## config.mk

```make
export PLATFORM = sky130hd
export DESIGN_NAME = parallel_filter_sched
export DESIGN_NICKNAME = d
export VERILOG_FILES = /design/src/rtl/parallel_filter_sched.sv
export SDC_FILE = /design/constraint.sdc
export NUM_CORES = 1
export LEC_CHECK = 0
export ABC_CLOCK_PERIOD_IN_PS = 2600
export CORE_UTILIZATION = 30
export CTS_BUF_LIST = sky130_fd_sc_hd__clkbuf_16
export DETAILED_ROUTE_END_ITERATION = 8
export SLEW_MARGIN = 20
export SYNTH_ARGS = -nofsm -noshare
export SYNTH_HDL_FRONTEND = slang
export SYNTH_SLANG_ARGS = --single-unit
```

## constraint.sdc

```tcl
create_clock -name clk_i -period 2.6 [get_ports clk_i]
set_input_delay 0.52 -clock clk_i [delete_from_list [all_inputs] [get_ports clk_i]]
set_output_delay 0.52 -clock clk_i [all_outputs]
set_load 0.05 [all_outputs]
```

## src/rtl/parallel_filter_sched.sv

```systemverilog
// rtl/parallel_filter_sched.sv - address sweep, latency wait, lane capture and pixel serializer for the 8-lane filter
module parallel_filter_sched #(
    parameter int NBANK = 8,
    parameter int DEPTH = 8772,
    parameter int AW    = 14,
    parameter int LAT   = 2
) (
    input  logic                       clk_i,
    input  logic                       rst_i,
    input  logic                       start_i,
    input  logic                       abort_i,
    output logic [AW-1:0]              mem_addr_o,
    output logic                       mem_rd_o,
    input  logic [8*NBANK-1:0]         lane_pix_i,
    output logic [7:0]                 out_pixel_o,
    output logic [$clog2(NBANK)-1:0]   out_bank_o,
    output logic                       out_valid_o,
    input  logic                       out_ready_i,
    output logic                       busy_o,
    output logic                       done_o
);

    localparam int BW = $clog2(NBANK);
    localparam int WW = $clog2(LAT + 1);

    typedef enum logic [2:0] {
        S_IDLE,
        S_ISSUE,
        S_WAIT,
        S_DRAIN,
        S_DONE
    } state_t;

    state_t             state_q;
    logic [AW-1:0]      addr_q;
    logic [WW-1:0]      wait_q;
    logic [BW-1:0]      bank_q;
    logic [8*NBANK-1:0] hold_q;
    logic [7:0]         pix_q;
    logic               mem_rd_q;
    logic               out_valid_q;
    logic               busy_q;
    logic               done_q;

    logic [BW-1:0]      bank_d;
    logic [7:0]         pix_d;

    assign mem_addr_o  = addr_q;
    assign mem_rd_o    = mem_rd_q;
    assign out_pixel_o = pix_q;
    assign out_bank_o  = bank_q;
    assign out_valid_o = out_valid_q;
    assign busy_o      = busy_q;
    assign done_o      = done_q;

    // Next lane to present and its held pixel, so the output register is loaded one beat ahead.
    always_comb begin
        bank_d = bank_q + BW'(1);
        pix_d  = 8'h00;
        for (int k = 0; k < NBANK; k++) begin
            if (BW'(k) == bank_d) begin
                pix_d = hold_q[8*k +: 8];
            end
        end
    end

    // Frame sequencer: every output is a register loaded together with the state it belongs to.
    always_ff @(posedge clk_i) begin
        if (rst_i) begin
            state_q     <= S_IDLE;
            addr_q      <= '0;
            wait_q      <= '0;
            bank_q      <= '0;
            hold_q      <= '0;
            pix_q       <= 8'h00;
            mem_rd_q    <= 1'b0;
            out_valid_q <= 1'b0;
            busy_q      <= 1'b0;
            done_q      <= 1'b0;
        end else begin
            mem_rd_q <= 1'b0;
            done_q   <= 1'b0;
            case (state_q)
                S_IDLE: begin
                    if (start_i && !abort_i) begin
                        state_q  <= S_ISSUE;
                        addr_q   <= '0;
                        mem_rd_q <= 1'b1;
                        busy_q   <= 1'b1;
                    end
                end
                S_ISSUE: begin
                    state_q <= S_WAIT;
                    wait_q  <= WW'(LAT - 1);
                end
                S_WAIT: begin
                    // lane_pix is only trusted on the final latency cycle
                    if (wait_q == '0) begin
                        hold_q      <= lane_pix_i;
                        pix_q       <= lane_pix_i[7:0];
                        bank_q      <= '0;
                        out_valid_q <= 1'b1;
                        state_q     <= S_DRAIN;
                    end else begin
                        wait_q <= wait_q - WW'(1);
                    end
                end
                S_DRAIN: begin
                    if (out_ready_i) begin
                        bank_q <= bank_d;
                        if (bank_q == BW'(NBANK - 1)) begin
                            out_valid_q <= 1'b0;
                            if (addr_q == AW'(DEPTH - 1)) begin
                                state_q <= S_DONE;
                                done_q  <= 1'b1;
                            end else begin
                                addr_q   <= addr_q + AW'(1);
                                mem_rd_q <= 1'b1;
                                state_q  <= S_ISSUE;
                            end
                        end else begin
                            pix_q <= pix_d;
                        end
                    end
                end
                S_DONE: begin
                    state_q <= S_IDLE;
                    busy_q  <= 1'b0;
                end
                default: begin
                    state_q <= S_IDLE;
                end
            endcase
            // abort wins over whatever the active state scheduled
            if (abort_i && (state_q != S_IDLE)) begin
                state_q     <= S_IDLE;
                mem_rd_q    <= 1'b0;
                out_valid_q <= 1'b0;
                busy_q      <= 1'b0;
                done_q      <= 1'b0;
            end
        end
    end

endmodule

```

# After elaboration in Yosys (flattened, before gate mapping)
# Cells that the tools add are included.
# classes
n_bitwise	3
n_div	0
n_reduce_logical	21
n_mux	40
magnitude_cmp	0
n_eq_ne	20
n_addsub	3
shift	0
n_mul	0
# ops
op	n
two-way mux 8 bit	11
two-way mux 14 bit	4
case mux 14 bit (2 select lines)	1
two-way mux 3 bit	7
case mux 8 bit (2 select lines)	1
adder 14 x 1 -> 14 bit (second input constant)	1
equality test 14 bit (second input constant)	1
!= test 2 bit (second input constant)	7
equality test 3 bit (first input constant)	4
case mux 3 bit (4 select lines)	1
AND reduction 4 bit	3
two-way mux 1 bit	9
nonzero test 2 bit	4
equality test 2 x 3 -> 1 bit (first input constant)	2
equality test 3 x 2 -> 1 bit (second input constant)	2
equality test 3 bit (second input constant)	2
logical NOT 3 bit	2
case mux 1 bit (2 select lines)	3
case mux 3 bit (2 select lines)	1
AND reduction 2 bit	3
AND reduction 5 bit	1
OR reduction 5 bit	1
case mux 2 bit (2 select lines)	1
adder 3 x 1 -> 3 bit (second input constant)	1
11 further kinds	14
# word_totals
regBits	98
inputBits	69
mem_bits_ro	0
latch_bits	0
output_inout_bits	29
n_memories	0
mem_bits_rw	0

# Longest topological paths before layout
# Gate-level depths: netlist of run 1.
# logic_depth
depth_word	13
mapped_depth	8

# Worst setup path before layout of run 1
# No wires, ideal clock.
# synth_timing
path_kind	register -> register
from	register bank_q[1] (netlist: out_bank_o[1])
to	register addr_q[0] (netlist: mem_addr_o[0])
t_arrival_ns	2.193
period_less_slack_ns	2.267
n_path_buf	0
path_slack_ns	0.333
required_time_ns	2.526
stages_incl_launch_ff	7
cell_sequence	dfxtp_1 -> ha_1 -> ha_1 -> and4_1 -> o21ai_0 -> or4_1 -> a31oi_1
# synth_via
elab_chain_len	3
# synth_lines
item	line_no	source
start: declaration	37	logic [BW-1:0] bank_q;
start signal: assignment	110	bank_q <= bank_d;
equality test 3 bit	111	if (bank_q == BW'(NBANK - 1)) begin
!= test 2 bit (no source line)	-	
AND reduction 5 bit (no source line)	-	
end signal: assignment	117	addr_q <= addr_q + AW'(1);
end: declaration	35	logic [AW-1:0] addr_q;
# No other way between the ends.
# A chain may end at the register's enable or synchronous reset.

# Worst setup path after layout of run 1
# layout_timing
from	register bank_q[0] (netlist: out_bank_o[0])
to	register pix_q[6] (netlist: out_pixel_o[6])
# layout_via
elab_chain_len	13
elab_cells_between_ends	23
# layout_lines
item	line_no	source
adder 3 x 1 -> 3 bit	58	bank_d = bank_q + BW'(1);
logical NOT 3 bit	61	if (BW'(k) == bank_d) begin
two-way mux 8 bit (8 in series)	61	
two-way mux 8 bit	111	
two-way mux 8 bit	109	if (out_ready_i) begin
case mux 8 bit (2 select lines)	83	case (state_q)
end signal: assignment	100	pix_q <= lane_pix_i[7:0];
end signal: assignment	122	pix_q <= pix_d;
end: declaration	39	logic [7:0] pix_q;
# Several ways; a longest one is shown, not always the timed one. The select of a mux whose other input is x is not followed.

==> results summary, run 1 <==
The HPWL after detailed placement came out at 9732 microns. The number of buffers added to fix hold violations after cts is 0. The total overflow reported by the global router came out at 0.

The biggest cell delay along the critical path is 0.61 ns. The count of buffers from port buffering came out at 97. 0 antenna diodes ended up in the layout.

The class of the most critical setup path is register to register. The areal power density over the cells came out at 545.7 nW/um^2. The global-route usage over all layers came out at 17.43%.

The wire length of the first global-routing pass is 21820 microns. Global routing used 22.85% of the available met1 tracks. The worst register-to-register path begins at out_bank_o[0]. Counting buffers and inverters, the worst setup path is 7 cells deep. The start point of the critical path is out_bank_o[0]. The die extent in y came out at 125.7 microns. The worst setup path is launched from a register. The worst setup path is captured at a register. The number of hold-slack violations in the final timing report came out at 0.

The signal on the critical path passes through ha_1 -> ha_1 -> nor2b_1 -> nand3_1 -> a2111oi_0 -> buf_4 -> nor4_1. The max-slew violation total from the final report is 0. The distinct cell type count after synthesis is 47. The detail route stage leaves a number of antenna-violating nets equal to 0.

The routing usage on met2 is 28.17%. The share of total power dissipated in the clock network is between 30% and 40%. The headroom to the max-slew limit came out at 46.24%. The floorplan has 44 rows.

The number of CTS-inserted buffers is 9. The accumulated negative setup slack came out at 0 ns. Along the worst path, the maximum fanout reaches 7. The final wirelength came out at 13570 microns. The share of post-route cells with drive strength above 1 is 5.848%. In this run, flip-flops and latches consume 48.9% of the power. The starting density of the core is a little under a third. The number of warnings issued by yosys is 0. On the critical path, the stage with the largest delay is an instance of sky130_fd_sc_hd__a2111oi_0. The final route contains 4526 vias. The clock transition at the registers of the reported paths came out at 0.07 ns. The worst path uses 90.04% of the clock period.

For this design the total switching power over the nets is slightly below 900 uW. The internal power consumption is 2425 uW. After global routing, the most crowded layer is met2.

Counting along the longest clock path gives a buffer depth of 2. The shortest clock period the worst path allows after layout is about 2.3 ns. The clock arrives with 0.008706 ns of skew. The core area came out at about 15000 sq um. Counting flops and latches in the post-synthesis netlist gives between 90 and 100. The cell family contributing the most delay on the critical path is compound AO/OA/AOI/OAI gates.

The remaining routing DRC violations came out at 5. The maximum level of the CTS H-tree is 3. In this run the critical register-to-register path is captured at out_pixel_o[6]. The total power is 3301 uW. The area added between synthesis and finish is 31.82%. The share of flip-flops with an asynchronous set or reset is 0%. The number of antenna violations at the first check in global routing came out at 0. The number of max-capacitance violations reported came out at 0.

The register area share after synthesis is 42.75%. Counting stages on the worst path, the most repeated cell is sky130_fd_sc_hd__ha_1. The number of buffers and inverters on the critical path is 1. The internal reg-to-reg setup slack is about 0.26 ns. The average wire length per cell after detail routing came out at 15.63 microns. The global placer's final weighted congestion came out at roughly 0.83.

The power share of the combinational group came out at between 10% and 20%. The switching part of the total power is 26.53%. The static leakage came out at 0.002016 uW. The area of placed instances came out at 5783 sq um. When the netlist entered floorplanning its net count stood at 672. For the worst setup path, the data arrival time is roughly 2.5 ns.

In this run, the number of DRC markers left after iteration 0 of detailed routing was 278. Derived from the worst setup path, the maximum achievable clock frequency is 427.2 MHz. The number of global-route vias before repair came to about 4.3k.

IR analysis of the VDD net gives a maximum drop of 0.0003349 V. The path class of the tightest hold or removal check is input pin to register. The number of nets in the layout is 756. The clock reaches the later pin of the worst-skew pair after 0.35 ns. The width of the chip came out at ~130 microns. Clock tree synthesis found a total of between 90 and 100 sinks. The number of inserted filler cells in the final layout is 1499. The worst reg-to-reg path cell count came out at 7. Data on the critical path is required at its endpoint by 2.80 ns. Entering global routing, the biggest net connects between 70 and 80 pins. Following the worst setup path forward leads to its endpoint at out_pixel_o[6]. The first TritonRoute pass finished after 8 iterations. The final worst hold slack came out at 0.4310 ns. The post-CTS setup-driven buffer insertion count is 0. The final number of setup-violating endpoints came out at 0.

The startpoint identified for the worst hold timing path is rst_i. The average footprint of a synthesized cell came out at 7.713 sq um. Setup repair after global routing left no endpoint under its margin. The checks that failed: design-rule violations.

The number of cells produced by synthesis came out at a little under 600. The post-route cell area came out at 6050 sq um. The mapped cell area is 4589 sq um. The average vias per placed instance came out at ~5.2. The run finished, with violations left.

The floorplan die area is 15800 sq um. The main flop type after synthesis is sky130_fd_sc_hd__dfxtp_1. CTS placed an instance of sky130_fd_sc_hd__clkbuf_16 at the clock tree root. The number of flops mapped to enable cells by yosys came out at 0. The transition time at the pin with the least slew margin is 0.8064 ns.

The I/O pin count came out at 98. TritonCTS built the clock tree. The number of cells upsized or downsized after cts came out at 0. The met3 track utilization from global routing came out at 3.908%.
## cell families (layout without fill, tap and decap cells)
kind of cell	Yosys count	after routing	synth area share, %
AND/OR/NAND/NOR	236	236	24.67
XOR/XNOR	1	1	0.1909
adder cells (fa/ha/maj)	8	8	2.181
AO/OA/AOI/OAI	172	172	23.09
multiplexers	3	3	0.6543
flip-flops	98	98	42.75
buffers and inverters	77	166	6.461
## power groups by stage
stage	registers, uW	logic, uW	clock network [uW]
3_5_place_dp	1650	477	0
6_report	1620	477	1210
5_1_grt	1620	526	1300
2_1_floorplan	1670	232	0
4_1_cts	1610	479	1230
3_3_place_gp	1650	470	0
## worst min-delay path by stage
stage                     cells after the start            end
after CTS                                     2  mem_addr_o[0]
final                                         2  mem_addr_o[0]
after floorplan                               2     hold_q[30]
after detailed placement                      2     hold_q[52]
after global routing                          2  mem_addr_o[0]
after global placement                        2      hold_q[4]
## through the flow
stage	utilization, %	cells	setup slack [ns]
floorplan	-	595	0.3327
detailed placement	39.20	852	0.007019
global route	41.00	868	0.03077
finish	41.00	868	0.2591
global placement	39.20	852	0.02931
CTS	40.99	868	0.03956
## synth_stat cells, drive strengths merged (2+ instances only)
| library cell | number | area (sq um) |
|---|---|---|
| nand2 | 150 | 563.0 |
| and4 | 4 | 35.03 |
| and3 | 2 | 12.51 |
| o211ai | 3 | 22.52 |
| inv | 32 | 120.1 |
| a221oi | 19 | 166.4 |
| nor2b | 4 | 25.02 |
| o21ai | 17 | 88.84 |
| a21oi | 97 | 485.5 |
| a211o | 2 | 17.52 |
| nor3 | 3 | 15.01 |
| a31oi | 3 | 18.77 |
| nand3 | 8 | 40.04 |
| a211oi | 4 | 30.03 |
| or3 | 5 | 31.28 |
| and2 | 3 | 18.77 |
| a32oi | 2 | 17.52 |
| nor2 | 9 | 33.78 |
| nand2b | 6 | 37.54 |
| nor4 | 3 | 18.77 |
| o22ai | 2 | 12.51 |
| or4 | 5 | 37.54 |
| a41oi | 4 | 35.03 |
| clkbuf | 40 | 150.1 |
| a2111oi | 3 | 26.28 |
| mux2i | 3 | 30.03 |
| o31ai | 2 | 15.01 |
| nand4 | 4 | 25.02 |
| dfxtp | 98 | 1962 |
| o221ai | 4 | 35.03 |
| nor4b | 3 | 26.28 |
| nor3b | 3 | 22.52 |
| nand3b | 18 | 135.1 |
| a311o | 5 | 50.05 |
| and3b | 2 | 17.52 |
| buf | 5 | 26.27 |
| ha | 8 | 100.1 |
| o21bai | 3 | 22.52 |
## layer usage
layer / wire length, microns / up-vias
li1: - / 2253
met1: 6354 / 2122
met2: 6303 / 133
met3: 678 / 18
met4: 229 / 0
met5: 0 / -
## sequential cells by signal, summed over array words and instances, names as in the netlist
signal / cells
busy_o: 1
out_valid_o: 1
done_o: 1
mem_rd_o: 1
out_bank_o: 3
wait_q: 2
out_pixel_o: 8
state_q: 3
hold_q: 64
mem_addr_o: 14
## placed cells by master (no fill, tap or decap), drive strengths merged, types with 8 or more instances in the layout
cell / n
inv: 36
clkbuf: 9
nor2: 9
buf: 22
ha: 8
nand3: 8
a221oi: 19
nand2: 150
clkdlybuf4s50: 96
a21oi: 97
o21ai: 17
dfxtp: 98
nand3b: 18
## cell type report
class | instances | area (sq um) | share of cell area [%]
clock buffers | 9 | 225.2 | 3.723
clock inverters | 7 | 38.79 | 0.6412
inverters | 32 | 120.1 | 1.986
multi-input cells | 420 | 2337 | 38.63
flip-flops and latches | 98 | 1962 | 32.43
well taps | 184 | 230.2 | 3.806
repair buffers | 118 | 1136 | 18.78
Power figures use the tool's default switching activity.
==> run 2, diff against run 1 <==
CORE_UTILIZATION = 51   (was 30)
PLACE_DENSITY = 0.8   (was default)
==> run 2 against run 1 <==
Against the previous run:
- the run now ends clean
- die area is 41% lower
- clock skew decreased by 0.0023 ns
- sequential cell count unchanged
- maximum frequency about the same
- critical endpoint is now out_pixel_o[2]
==> results summary, run 2 (synthesized netlist as in run 1, its figures left out) <==
The global-route usage over all layers is 26.86%. The count of buffers from port buffering came out at between 90 and 100. The final wirelength is 12610 microns. The met3 track utilization from global routing came out at 4.913%. The peak supply drop is 0.0005093 V.

The width of the chip is 96.86 microns. The number of cells upsized or downsized after cts came out at 0. The kind of start point of the critical path is a register. After detailed placement, the design holds a cell count of 773.

The clock tree root driver cell is sky130_fd_sc_hd__clkbuf_16. Along the worst path, the maximum fanout reaches 16. The final worst-path cycle share is 90.04%. The remaining routing DRC violations came out at 0. The worst-skew pair later-pin latency came out at 0.34 ns. Derived from the worst setup path, the maximum achievable clock frequency is between 400 and 500 MHz.

The routing usage on met2 came out at 45.29%. Setup repair after global routing left no endpoint under its margin. The starting density of the core came out at 52.63%. The number of antenna violations at the first check in global routing is 0. For the pin with the worst max-slew slack, the measured transition is 0.7545 ns. The max-slew violation total from the final report was 0. After floorplanning, the core was divided into 34 placement rows. The H-tree was split into 3 levels. The die extent in y is just under 100 microns. Entering global routing, the biggest net connects 55 pins.

The post-CTS setup-driven buffer insertion count came out at 0. The TritonCTS clock tree is yes. The worst reg-to-reg path cell count came out at 5.

The accumulated negative setup slack came out at 0 ns. The number of hold-slack violations in the final timing report is 0. Compared with the post-synthesis result, the final layout area differs by 30.67%. Data on the critical path is required at its endpoint by 2.86 ns. The number of max-capacitance violations reported came out at 0. In this run the most used layer during global routing was met2.

The share of post-route cells with drive strength above 1 is approximately 5.7%. For the final database, setup skew stands at between 0.006 and 0.007 ns. The die covers 9382 sq um. Counting flops per register, the top entry is hold_q. Dividing the detail-routed wire length by the instance count gives 15.98 microns. The number of hold buffers added after CTS was 0. The congestion estimate from routability-driven global placement came to around 0.85.

The biggest cell delay along the critical path came out at about 0.6 ns. The run finished with clean final reports. The cell occurring most often along the worst timing path is sky130_fd_sc_hd__ha_1. The worst setup path is of the register to register kind. The headroom to the max-slew limit is 49.70%. The worst hold path was traced through 2 stages. The signal on the critical path passes through ha_1 -> ha_1 -> nand4_1 -> a311o_1 -> a41oi_1. The final worst hold slack is 0.4558 ns.

In this run the worst hold path is classified as register to register. The antenna diode count is 0. Data arrives at the worst endpoint at 2.60 ns.

The wire length of the first global-routing pass is 20830 microns. Leaving out fill and tap cells, the most frequent cells in the layout are sky130_fd_sc_hd__nand2_1, sky130_fd_sc_hd__dfxtp_1, sky130_fd_sc_hd__a21oi_1, sky130_fd_sc_hd__clkdlybuf4s50_1, sky130_fd_sc_hd__inv_1. The met1 global-route usage is 34.26%. The library cell used most frequently in the layout, excluding fill and tap cells, is sky130_fd_sc_hd__nand2_1.

The number of global-route vias before repair is 4476. The antenna violation net count after detailed routing came out at 0. The average vias per placed instance is 5.882. The buffer levels on the longest clock path is 2. The areal power density over the cells came out at 584.1 nW/um^2. The total power came out at 3503 uW.

The HPWL after detailed placement came out at 8943 microns. The category of the worst setup path capture point is a register. Among all stages on the critical path, the largest delay is contributed by sky130_fd_sc_hd__ha_1.

The number of clock buffers added by TritonCTS is 9. The detailed router's first-iteration violation count came out at 290. After the last flow step, the layout net total stands at 753. The clock net in this run drives a total of 98 sinks. The shortest clock period the worst path allows after layout came out at 2.341 ns. The number of inserted filler cells in the final layout came out at 725. The total overflow reported by the global router is 0. The detailed-router iteration count before antenna repair came out at 5.

Pin placement for this block handled a little under 100 I/O pins. The final number of setup-violating endpoints is 0. Clock-pin slew was measured on the worst setup and hold paths at 0.07 ns. The internal reg-to-reg setup slack is 0.26 ns. The non-filler instance count after layout came out at approximately 800. The number of flip-flops under the largest register name came out at 64.

The static leakage came out at 0.002027 uW. The final route contains 4641 vias. The core area is roughly 8700 sq um.
run 2: path summary, 6_finish.rpt:
| kind | start | to |
|---|---|---|
| max | out_bank_o[0] | out_pixel_o[2] |
| min | hold_q[44] | hold_q[44] |
| max reg2reg | out_bank_o[0] | out_pixel_o[2] |
| min reg2reg | hold_q[44] | hold_q[44] |
run 2: report_power, final:
group	total (uW)	leakage, uW	switching [uW]	internal, uW
Sequential	1620	0.000793	48.5	1570
Combinational	470	0.00108	256	214
Clock	1410	0.000153	572	841
Total	3500	0.00203	877	2630
run 2: layer usage:
| metal | wire length [microns] | share of wire, % |
|---|---|---|
| met3 | 895 | 7.1 |
| met5 | 0 | 0 |
| met1 | 5391 | 43 |
| met2 | 6018 | 48 |
| met4 | 303 | 2.4 |
run 2: cell type report:
type	instances	area [sq um]	area share, %
Clock inverter	7	93.84	1.565
Timing Repair Buffer	115	1126	18.78
Inverter	32	120.1	2.003
Multi-Input combinational cell	420	2335	38.93
Sequential cell	98	1962	32.71
Tap cell	108	135.1	2.253
Clock buffer	9	225.2	3.755
run 2: worst max-delay path: cells and delay by family (launching register included):
kind / cells / cell delay, ns
adders and majority gates: 2 / 0.83
AOI/OAI and AO/OA: 2 / 0.65
and+or+nand+nor: 1 / 0.40
DFF: 1 / 0.38
run 2: stage by stage:
| stage | util (%) | instance area, sq um | setup WS [ns] |
|---|---|---|---|
| CTS | 68.77 | 5997 | 0.2933 |
| floorplan | - | 4589 | 0.3327 |
| detailed placement | 65.11 | 5678 | 0.05585 |
| global placement | 65.11 | 5678 | 0.09833 |
| finish | 68.77 | 5997 | 0.2590 |
| global route | 68.77 | 5997 | 0.1406 |
==> run 3, diff against run 2 <==
ABC_CLOCK_PERIOD_IN_PS = 2800   (was 2600)
CORE_UTILIZATION = 53   (was 51)
PLACE_DENSITY = 0.83   (was 0.8)
clock period = 2.8 ns   (was 2.6 ns; I/O delays follow)
==> run 3 against run 2 <==
Against the previous run:
- critical path depth up 1
- routed wire length up 3.1%
- hold slack worse by 0.0010 ns
- sequential share of layout area up 0.37 points
- highest routed layer unchanged
==> results summary, run 3 (synthesized netlist as in run 1, its figures left out) <==
The antenna diode count is 0. The die is ~95 microns wide. Following the worst setup path forward leads to its endpoint at out_pixel_o[5]. The number of flip-flops under the largest register name is 64. In this run the worst setup path begins at out_bank_o[0]. The post-route cell area is 5931 sq um. The arrival time reported for the critical path endpoint is around 2.6 ns. The number of antenna violations at the first check in global routing came to 0.

In the routed layout, each cell is associated on average with a via count of 5.971. The critical path's top delay family is compound AO/OA/AOI/OAI gates. The starting density of the core is 55.30%. The worst register-to-register path begins at out_bank_o[0].

The endpoint identified for the worst register-to-register timing path is out_pixel_o[5]. The worst setup path is launched from a register. The share of post-route cells with drive strength above 1 is under 10%.

The floorplan step defined a die boundary enclosing between 9000 and 10000 sq um. The die extent in y is 95.06 microns. The clock tree root driver cell is sky130_fd_sc_hd__clkbuf_16.

The worst clock skew is 0.009403 ns. The path class of the tightest hold or removal check is register to register. Setup repair after global routing left no endpoint under its margin.

The headroom to the max-slew limit came out at approximately 38%. At the placement stage, the worst setup path has a slack of roughly 0.19 ns. The I/O pin count came out at 98. The number of hold-slack violations in the final timing report came out at 0.

The static leakage came out at 0.001997 uW. The areal power density over the cells came out at around 550 nW/um^2. The accumulated negative setup slack is 0 ns. The cell that appears most often on the critical path is sky130_fd_sc_hd__a221oi_1. The worst register-to-register path has a setup slack of 0.42 ns. The clock transition at the registers of the reported paths came out at ~0.060 ns. At the pin with the least slew margin, the transition time is 0.9356 ns. The number of cells upsized or downsized after cts came out at 0. The signal on the critical path passes through inv_1 -> ha_1 -> a21oi_1 -> a221oi_1 -> o22ai_1 -> a221oi_1. STA classifies the critical path endpoint as a register. In the layout the commonest cells are sky130_fd_sc_hd__nand2_1, sky130_fd_sc_hd__dfxtp_1, sky130_fd_sc_hd__a21oi_1, sky130_fd_sc_hd__clkdlybuf4s50_1, sky130_fd_sc_hd__inv_1. The sum of buffers and inverters on the critical path came out at 1.

The count of buffers from port buffering is 97. After detailed placement, the total cell area comes to 5619 sq um. The biggest cell delay along the critical path is 0.78 ns. The wire-length estimate of the detail-placed layout is 9086 microns. The wire length of the first global-routing pass came out at 20730 microns. The number of global-route vias before repair is 4269. The final number of setup-violating endpoints is 0. The required time at the endpoint of the critical path is 3.04 ns. The number of CTS-inserted buffers is 9.

The timing-limited maximum frequency is 420.3 MHz. Once routing completed, OpenROAD measured the worst setup slack at 0.4208 ns. The commonest non-fill, non-tap cell in the layout is sky130_fd_sc_hd__nand2_1. The floorplan has 33 rows. The max-slew violation total from the final report was 0. The number of buffers added to fix hold violations after cts came out at 0. In the global route stage, overall resource usage came out at 29.82%. In this run the standard cell core region covers 8299 sq um. The average wire length per cell after detail routing came out at approximately 17 microns. The buffer levels on the longest clock path is 2. The highest net fanout along the worst path came out at 28. The setup path with the least slack is of type register to register.

The remaining routing DRC violations is 0. The instance count on the critical path came out at 6. TritonCTS built the clock tree. Relative to the synthesized area, the layout overhead comes to 29.23%. The maximum level of the CTS H-tree came out at 3.

The worst reg-to-reg path cell count came out at 6. The detailed router's first-iteration violation count is 298. The clock net in this run drives a total of 98 sinks. hold_q holds more flip-flops than any other register.

The shortest clock period the worst path allows after layout came out at 2.379 ns. After detailed routing, the total wire length is 13000 microns. The run finished with clean final reports.

Detailed routing inserted a total of between 4k and 5k vias. Routability-driven placement finished with a final weighted congestion of 0.9222. The final worst-path cycle share is 84.97%. The largest individual stage delay along the critical path comes from the cell sky130_fd_sc_hd__ha_1.

For this run, the post-layout net count is about 750. The worst-skew pair later-pin latency is about 0.34 ns. The number of max-capacitance violations reported is 0.

The antenna violation net count after detailed routing came out at 0. Once the clock tree was built, the setup fixing pass inserted 0 buffers. The detailed-router iteration count before antenna repair came out at 5. The total overflow reported by the global router came out at 0.

The largest net degree at the start of global routing is 51. The peak supply drop is slightly below 0.0003 V.
-- run 3: changes by cell type in the layout (fill, tap and decap cells not counted), sizes merged --
| cell | previous run | this run |
|---|---|---|
| inv | 32 | 34 |
| clkinvlp | 1 | 2 |
| buf | 19 | 15 |
| clkinv | 4 | 1 |
-- run 3: through the flow --
stage               utilization [%]  hold WS (ns)  total power, uW  cells
floorplan                         -        0.4342             1767    595
global placement              67.71        0.4413             1944    766
detailed placement            67.71        0.4461             1955    766
CTS                           71.46        0.4560             3236    782
global route                  71.46        0.4744             3341    782
finish                        71.46        0.4548             3233    782
-- run 3: cell type report --
class / instances / area (sq um)
Tap cell: 105 / 131.4
Sequential cell: 98 / 1962
Timing Repair Buffer: 111 / 1071
Fill cell: 634 / 2369
Inverter: 32 / 120.1
Multi-Input combinational cell: 420 / 2335
Clock buffer: 9 / 225.2
Clock inverter: 7 / 86.33
-- run 3: report_power, final --
part / switching, uW / internal (uW)
logic: 238 / 192
registers: 43.1 / 1460
clock network: 528 / 774
-- run 3: routing by layer --
layer	wire, microns	global-route usage (%)
met1	5683	40.46
met2	6006	46.04
met3	931	5.423
met4	381	13.64
met5	0	0
-- run 3: worst min path at each step --
stage,startpoint,end,depth (start not counted),slack [ns]
floorplan,hold_q[30],hold_q[30],2,0.43
global placement,hold_q[30],hold_q[30],2,0.44
detailed placement,hold_q[30],hold_q[30],2,0.45
CTS,hold_q[30],hold_q[30],2,0.46
global route,hold_q[52],hold_q[52],2,0.47
finish,hold_q[54],hold_q[54],2,0.45
-- run 3: worst register-to-register path: stages (launching register included) --
cell	delay (ns)
sky130_fd_sc_hd__dfxtp_1	0.37
sky130_fd_sc_hd__inv_1	0.12
sky130_fd_sc_hd__ha_1	0.78
sky130_fd_sc_hd__a21oi_1	0.16
sky130_fd_sc_hd__a221oi_1	0.41
sky130_fd_sc_hd__o22ai_1	0.18
sky130_fd_sc_hd__a221oi_1	0.26
